### src/rtl/uart_tx.sv
// 8N1 UART transmitter with valid/ready byte intake and integer baud divider.
// Define UART_TX_PARITY_EN to insert a parity bit (sense set by PARITY_ODD) after data bit 7.
module uart_tx #(
    parameter int unsigned CLK_FRE    = 100,
    parameter int unsigned BAUD_RATE  = 9600,
    parameter bit          PARITY_ODD = 1'b0
) (
    input  logic       clk,
    input  logic       rst_n,
    input  logic [7:0] tx_data,
    input  logic       tx_data_valid,
    output logic       tx_data_ready,
    output logic       tx_busy,
    output logic       tx_pin
);

    localparam int unsigned CYCLE      = CLK_FRE * 1000000 / BAUD_RATE;
    localparam logic [15:0] CYCLE_LAST = 16'(CYCLE - 1);

    typedef enum logic [2:0] {
        S_IDLE      = 3'd0,
        S_START     = 3'd1,
        S_SEND_BYTE = 3'd2,
        S_PARITY    = 3'd3,
        S_STOP      = 3'd4
    } state_t;

    state_t      r_state;
    logic [15:0] r_cycle_cnt;
    logic [2:0]  r_bit_cnt;
    logic [7:0]  r_shift;
    logic        r_tx_pin;
    logic        r_ready;
    logic        r_busy;

    state_t      w_state_d;
    logic [15:0] w_cycle_d;
    logic [2:0]  w_bit_d;
    logic [7:0]  w_shift_d;
    logic        w_pin_d;
    logic        w_bit_end;

`ifdef UART_TX_PARITY_EN
    logic w_parity;
    assign w_parity = (^r_shift) ^ PARITY_ODD;
`else
    logic w_unused_parity_odd;
    assign w_unused_parity_odd = PARITY_ODD;
`endif

    assign w_bit_end = (r_cycle_cnt == CYCLE_LAST);

    always_comb begin
        w_state_d = r_state;
        w_cycle_d = r_cycle_cnt + 16'd1;
        w_bit_d   = 3'd0;
        w_shift_d = r_shift;

        unique case (r_state)
            S_IDLE: begin
                w_cycle_d = 16'd0;
                if (tx_data_valid && r_ready) begin
                    w_state_d = S_START;
                    w_shift_d = tx_data;
                end
            end
            S_START: begin
                if (w_bit_end) begin
                    w_state_d = S_SEND_BYTE;
                    w_cycle_d = 16'd0;
                end
            end
            S_SEND_BYTE: begin
                w_bit_d = r_bit_cnt;
                if (w_bit_end) begin
                    w_cycle_d = 16'd0;
                    if (r_bit_cnt == 3'd7) begin
`ifdef UART_TX_PARITY_EN
                        w_state_d = S_PARITY;
`else
                        w_state_d = S_STOP;
`endif
                    end else begin
                        w_bit_d = r_bit_cnt + 3'd1;
                    end
                end
            end
`ifdef UART_TX_PARITY_EN
            S_PARITY: begin
                if (w_bit_end) begin
                    w_state_d = S_STOP;
                    w_cycle_d = 16'd0;
                end
            end
`endif
            S_STOP: begin
                if (w_bit_end) begin
                    w_state_d = S_IDLE;
                    w_cycle_d = 16'd0;
                end
            end
            default: begin
                w_state_d = S_IDLE;
                w_cycle_d = 16'd0;
            end
        endcase
    end

    // Line level is registered from the next state so it changes on the same edge as the state.
    always_comb begin
        w_pin_d = 1'b1;
        unique case (w_state_d)
            S_START:     w_pin_d = 1'b0;
            S_SEND_BYTE: w_pin_d = w_shift_d[w_bit_d];
`ifdef UART_TX_PARITY_EN
            S_PARITY:    w_pin_d = w_parity;
`endif
            default:     w_pin_d = 1'b1;
        endcase
    end

    always_ff @(posedge clk or negedge rst_n) begin
        if (!rst_n) begin
            r_state     <= S_IDLE;
            r_cycle_cnt <= 16'd0;
            r_bit_cnt   <= 3'd0;
            r_shift     <= 8'd0;
            r_tx_pin    <= 1'b1;
            r_ready     <= 1'b1;
            r_busy      <= 1'b0;
        end else begin
            r_state     <= w_state_d;
            r_cycle_cnt <= w_cycle_d;
            r_bit_cnt   <= w_bit_d;
            r_shift     <= w_shift_d;
            r_tx_pin    <= w_pin_d;
            r_ready     <= (w_state_d == S_IDLE);
            r_busy      <= (w_state_d != S_IDLE);
        end
    end

    assign tx_pin        = r_tx_pin;
    assign tx_data_ready = r_ready;
    assign tx_busy       = r_busy;

endmodule
### config.mk
export PLATFORM = sky130hd
export DESIGN_NAME = uart_tx
export DESIGN_NICKNAME = d
export VERILOG_FILES = /design/src/rtl/uart_tx.sv
export SDC_FILE = /design/constraint.sdc
export NUM_CORES = 1
export LEC_CHECK = 0
export ABC_AREA = 1
export CAP_MARGIN = 5
export CORE_MARGIN = 10
export CORE_UTILIZATION = 60
export CTS_CLUSTER_SIZE = 24
export DETAILED_ROUTE_END_ITERATION = 10
export PLACE_DENSITY_LB_ADDON = 0.08
export SETUP_SLACK_MARGIN = 0.15
export SKIP_CTS_REPAIR_TIMING = 1
export SYNTH_ARGS = -nofsm -noshare
export SYNTH_HDL_FRONTEND = slang
export SYNTH_SLANG_ARGS = --single-unit
### constraint.sdc
create_clock -name clk -period 4 [get_ports clk]
set_clock_uncertainty 0.15 [all_clocks]
set_input_delay 0.8 -clock clk [delete_from_list [all_inputs] [get_ports clk]]
set_output_delay 0.8 -clock clk [all_outputs]
set_load 0.005 [all_outputs]
==> impl_metrics.yaml, run 1 <==
outcome:
  status: "complete, no violations"
cells_and_area:
  syn_to_final_growth_pct: 11.9
  fin_util_pct: 71.8
  drive_above_1_share_pct: 21.4
  final_cells: 260
  n_fill_cell: 223
  nets: 241
  antenna_cells: 0
job:
  maxCapViolCount: 0
setup_path:
  path_buf_inv: 1
  critPathTopFamily: "flip-flops"
  crit_chain: "clkdlybuf4s50_1"
  crit_type: "reg2out"
  critPathLaunchType: "flip-flop"
  cp_slowest_cell: "dfstp_2"
  cp_max_fo: 2
  cp_slowest_stage_delay_ns: 0.55
  endpoint_kind: "output port"
  r2r_setup_slack_ns: 2.08
  reg2reg_to: "tx_pin$_DFF_PN1_"
  cp.required_ns: 3.05
  regToRegStartpoint: "r_state[0]$_DFF_PN0_"
  critPathArrivalTime_ns: 1.38
  worstRegToRegCells: 9
floorplanning:
  die_h_um: 75.0
  die_x_um: 75.0
  fp-row-count: 19
  initial_core_util_pct: 64.2
  core_mm2: 0.00283
  io-pin-count: 14
  dieArea_mm2: 0.00563
routing:
  dr.pass1.iters: 4
  vias: 1388
  wirelength_um: 3330
  dr.first_iter.drc_count: 62
  drc: 0
  detail-route-antenna-nets: 0
  post_drt_wl_per_cell_um: 12.8
  viasPerCell: 5.34
grt:
  globalRouteOverflowTotal: 0
  gr-usage-all-layers_pct: 14.0
  grt_pass1_vias: 1454
  grt_antenna_before_repair: 0
  grt_pass1_wl_um: 6060
  grt_max_degree: 34
worst_hold_path:
  hold_depth: 2
  min_from: "r_shift[4]$_DFF_PN0_"
  hp-class: "reg2reg"
  min_to: "r_shift[4]$_DFF_PN0_"
synthesis:
  synth-edff-count: 0
  syn_inst: 208
  synth_area_leaders: "dfrtp_1, inv_1, nand2_1"
  synth.ff_latch_count: 33
  ys_warn_count: 0
  postSynthAreaPerCell_um2: 8.73
  synth_ff_type: "dfrtp_1"
  netlist_area_mm2: 0.00182
  synth_nets: 221
  async_flop_share_pct: 100
  yosys.area.top_type_share_pct: 42.7
  yosysSeqAreaShare_pct: 45.6
  yosys.area.top_type: "dfrtp_1"
  synthDistinctLibCells: 34
timing:
  setup_ws_ns: 1.67
  min_period_over_period_pct: 58.3
  relSlewSlack_pct: 58.2
  clock.fmax_mhz: 429
  rsz0062_at_grt: "no"
  min_period_ns: 2.33
  slew_violations: 0
  hold_violations: 0
  tightest_slew_ns: 0.625
  fin_setup_tns_ns: 0
  setup_violations: 0
power_and_ir_drop:
  p_leak_nw: 0.980
  vdd_drop_max_v: 0.000415
  power_density_mw_per_mm2: 417
placement:
  dp_slack_ns: 1.43
  hpwl_um: 2610
  gp_congestion: 0.909
  dp_cells: 252
  io_buffers: 13
cts:
  clock_latency_ns: 0.33
  clk_pin_slew_ns: 0.10
  cts_buffers: 5
  tritoncts: "done"
  cts_sinks: 33
  cts.htree.levels: 2
  clockRootBuffer: "clkbuf_4"
  clockBufferDepth: 2
## cell families after synthesis
family,Yosys count,synth area share (%)
AND/OR/NAND/NOR,98,32.9
adder cells (fa/ha/maj),2,1.38
AO/OA/AOI/OAI,29,9.51
buffers and inverters,44,9.65
flip-flops,33,45.6
XOR/XNOR,2,0.965
## routing by layer
layer	GRT usage (%)	up-vias	routed length, um
met5	0	-	0
met4	8.19	0	90
met3	6.04	12	179
met2	24.1	30	1700
met1	13.8	643	1360
li1	-	703	-
## area by class of cell
class | count | area [um2] | area share [%]
inverters | 43 | 164 | 8.07
well taps | 31 | 38.8 | 1.91
repair buffers | 14 | 138 | 6.77
clock buffers | 6 | 41.3 | 2.03
flip-flops and latches | 33 | 828 | 40.8
multi-input cells | 131 | 812 | 40.0
clock inverters | 2 | 10.0 | 0.493
## flip-flops by register name, indices dropped and copies added (netlist names)
register	flops
r_state	3
tx_busy	1
tx_data_ready	1
r_cycle_cnt	16
r_bit_cnt	3
r_shift	8
tx_pin	1
## cell usage in the layout, fill, tap and decap left out, types with 3 or more instances in the layout
master and count:
o21ai_1 7, o21ai_2 3, nand2_2 3, inv_1 33
clkdlybuf4s50_1 13, inv_2 7, nand3_1 11, nor3_4 3
a21oi_1 8, nand4_1 5, nor3_1 3, clkbuf_4 5
nor2_1 17, or2_0 4, nor2_2 5, nand2_1 30
o21ai_0 8, nand3_2 5, dfrtp_1 31
## cell usage after synthesis, types with 2 or more instances
library cell,count
clkinv_1,2
nand2_1,30
or2_0,4
ha_1,2
inv_1,33
xor2_1,2
dfstp_2,2
nand3_1,11
nand3_2,5
nor3_1,3
inv_2,7
nor3_4,3
nor2_4,2
nand3_4,2
nand2_4,2
o21ai_2,3
nor3_2,2
nand4_1,5
nor2_1,17
o21ai_0,8
o21ai_1,7
a21oi_1,8
nor2_2,5
nand2_2,3
dfrtp_1,31
## power breakdown
group | switching (mW) | internal (mW) | leakage (nW)
logic | 0.124 | 0.0958 | 0.534
registers | 0.0457 | 0.406 | 0.414
clock network | 0.110 | 0.0668 | 0.0320
total | 0.279 | 0.569 | 0.980
## worst reg2reg max path, cell delays in order (launching register included)
cell	delay (ns)
dfrtp_1	0.44
nor2_2	0.24
nand3_2	0.23
or2_1	0.27
o21ai_1	0.13
nand2_1	0.10
nand3_1	0.08
nand3_1	0.07
nand3_1	0.09
nand2_1	0.06
## metrics by stage
step | cell area [um2] | total power, mW | hold WS, ns
after CTS | 2030 | 0.859 | 0.343
after global placement | 1980 | 0.670 | 0.315
after global routing | 2030 | 0.915 | 0.361
final | 2030 | 0.848 | 0.337
after detailed placement | 1980 | 0.680 | 0.319
after floorplan | 1820 | 0.610 | 0.298
## how the worst max path moves through the flow
stage,from,end,cells past startpoint,slack (ns)
floorplan,tx_data_valid,tx_pin$_DFF_PN1_,11,2.10
global route,tx_data_ready$_DFF_PN1_,tx_data_ready,1,1.60
global placement,tx_data_valid,tx_pin$_DFF_PN1_,11,1.55
CTS,tx_data_ready$_DFF_PN1_,tx_data_ready,1,1.64
detailed placement,tx_data_valid,tx_pin$_DFF_PN1_,11,1.43
finish,tx_data_ready$_DFF_PN1_,tx_data_ready,1,1.67
(Power assumes the default switching activity.)
==> run 2, diff against run 1 <==
--- a/config.mk
+++ b/config.mk
@@ -8,7 +8,7 @@
 export ABC_AREA = 1
 export CAP_MARGIN = 5
 export CORE_MARGIN = 10
-export CORE_UTILIZATION = 60
+export CORE_UTILIZATION = 57
 export CTS_CLUSTER_SIZE = 24
 export DETAILED_ROUTE_END_ITERATION = 10
 export PLACE_DENSITY_LB_ADDON = 0.08
==> constraint.sdc (replaced) <==
create_clock -name clk -period 2.4 [get_ports clk]
set_clock_uncertainty 0.15 [all_clocks]
set_input_delay 0.48 -clock clk [delete_from_list [all_inputs] [get_ports clk]]
set_output_delay 0.48 -clock clk [all_outputs]
set_load 0.005 [all_outputs]
==> run 2 against run 1 <==
Global-route usage shrank 1.7 points. Non-clock buffer count is the same. Clock power grew 110%. Via count shrank 0.43%. Total power grew 75%. Hold slack gained 0.0022 ns. First-iteration DRC count shrank 3.2%. Worst setup slack lost 1.3 ns. Wire length grew 2.6%. Design area grew 1.7%. Die area grew 3.8%. Register-to-register slack lost 1.6 ns. Critical endpoint unchanged. Largest cell class unchanged. Largest power group unchanged. Highest routed layer unchanged.
==> impl_metrics.yaml, run 2 (synthesis results as in run 1) <==
setup_path:
  critPathLaunchType: "flip-flop"
  crit_chain: "clkdlybuf4s50_1"
  cp_max_fo: 2
  cp_slowest_stage_delay_ns: 0.55
  endpoint_kind: "output port"
  critPathTopFamily: "flip-flops"
  crit_type: "reg2out"
  r2r_setup_slack_ns: 0.51
  cp_num_cells: 1
  worstRegToRegCells: 8
  path_buf_inv: 1
  cp.required_ns: 1.77
  cp_slowest_cell: "dfstp_2"
  critPathArrivalTime_ns: 1.39
power_and_ir_drop:
  p_total_mw: 1.49
  vdd_drop_max_v: 0.000504
  power_density_mw_per_mm2: 720
  p_leak_nw: 0.989
grt:
  grt_max_degree: 34
  grt_antenna_before_repair: 0
  globalRouteOverflowTotal: 0
  grt_pass1_vias: 1367
  grt_pass1_wl_um: 5930
  gr-usage-all-layers_pct: 12.3
cells_and_area:
  n_fill_cell: 274
  nets: 241
  syn_to_final_growth_pct: 13.9
  reg.largest.list: "r_cycle_cnt: 16 flops, r_shift: 8 flops"
  largest_reg_flops: 16
  final_cells: 273
  largest-register: "r_cycle_cnt"
  layout_commonest_cell: "inv_1"
  final_cell_mix: "inv_1, dfrtp_1, nand2_1, nor2_1, clkdlybuf4s50_1"
  antenna_cells: 0
  drive_above_1_share_pct: 21.8
routing:
  wirelength_um: 3410
  viasPerCell: 5.06
  detail-route-antenna-nets: 0
  dr.first_iter.drc_count: 60
  drc: 0
  vias: 1382
  post_drt_wl_per_cell_um: 12.5
  dr.pass1.iters: 6
job:
  maxCapViolCount: 0
cts:
  cts_buffers: 5
  clockRootBuffer: "clkbuf_4"
  clock_latency_ns: 0.34
  clk_pin_slew_ns: 0.10
  cts_sinks: 33
  clockBufferDepth: 2
  tritoncts: "done"
  cts.htree.levels: 2
timing:
  tightest_slew_ns: 0.615
  min_period_ns: 2.02
  relSlewSlack_pct: 58.9
  rsz0062_at_grt: "no"
  min_period_over_period_pct: 84.1
  fin_setup_tns_ns: 0
  clock.fmax_mhz: 495
  whs_ns: 0.339
  slew_violations: 0
  setup_violations: 0
  hold_violations: 0
floorplanning:
  die_x_um: 76.4
  die_h_um: 76.4
  io-pin-count: 14
  dieArea_mm2: 0.00584
  fp-row-count: 20
  core_mm2: 0.00305
  initial_core_util_pct: 59.5
placement:
  io_buffers: 13
  dp_cells: 265
  hpwl_um: 2630
  gp_congestion: 0.896
worst_hold_path:
  hp-class: "reg2reg"
  hold_depth: 1
outcome:
  status: "complete, no violations"
==> run 2: area by class of cell <==
| cell class | count | area (um2) | share of cell area [%] |
|---|---|---|---|
| multi-input cells | 131 | 812 | 39.3 |
| flip-flops and latches | 33 | 828 | 40.1 |
| inverters | 43 | 164 | 7.93 |
| well taps | 44 | 55.1 | 2.66 |
| clock buffers | 7 | 65.1 | 3.15 |
| clock inverters | 1 | 5.00 | 0.242 |
| repair buffers | 14 | 138 | 6.66 |
==> run 2: worst paths after layout <==
| check | startpoint | end |
|---|---|---|
| worst min-delay path | r_cycle_cnt[0]$_DFF_PN0_ | r_cycle_cnt[0]$_DFF_PN0_ |
| min in group asynchronous | rst_n | r_cycle_cnt[7]$_DFF_PN0_ |
| worst min register to register | r_cycle_cnt[0]$_DFF_PN0_ | r_cycle_cnt[0]$_DFF_PN0_ |
| worst max-delay path | tx_data_ready$_DFF_PN1_ | tx_data_ready |
| worst max register to register | r_state[0]$_DFF_PN0_ | tx_pin$_DFF_PN1_ |
| max in group asynchronous | rst_n | tx_data_ready$_DFF_PN1_ |
==> run 2: per-stage QoR <==
stage | worst slack (ns) | util (%) | cell area, um2
finish | 0.380 | 67.7 | 2070
global route | 0.316 | 67.7 | 2070
CTS | 0.354 | 67.7 | 2070
detailed placement | 0.202 | 65.4 | 2000
global placement | 0.270 | 65.4 | 2000
floorplan | 0.662 | - | 1820
==> run 2: routing by layer <==
metal	track usage [%]	vias up	wire [um]
met2	21.4	22	1740
met3	4.25	8	120
met4	5.58	0	65
li1	-	702	-
met1	13.1	650	1490
met5	0	-	0
==> run 2: power by group <==
part,total (mW),switching (mW),internal (mW)
Clock,0.366,0.197,0.170
Sequential,0.754,0.0767,0.677
Combinational,0.368,0.207,0.161
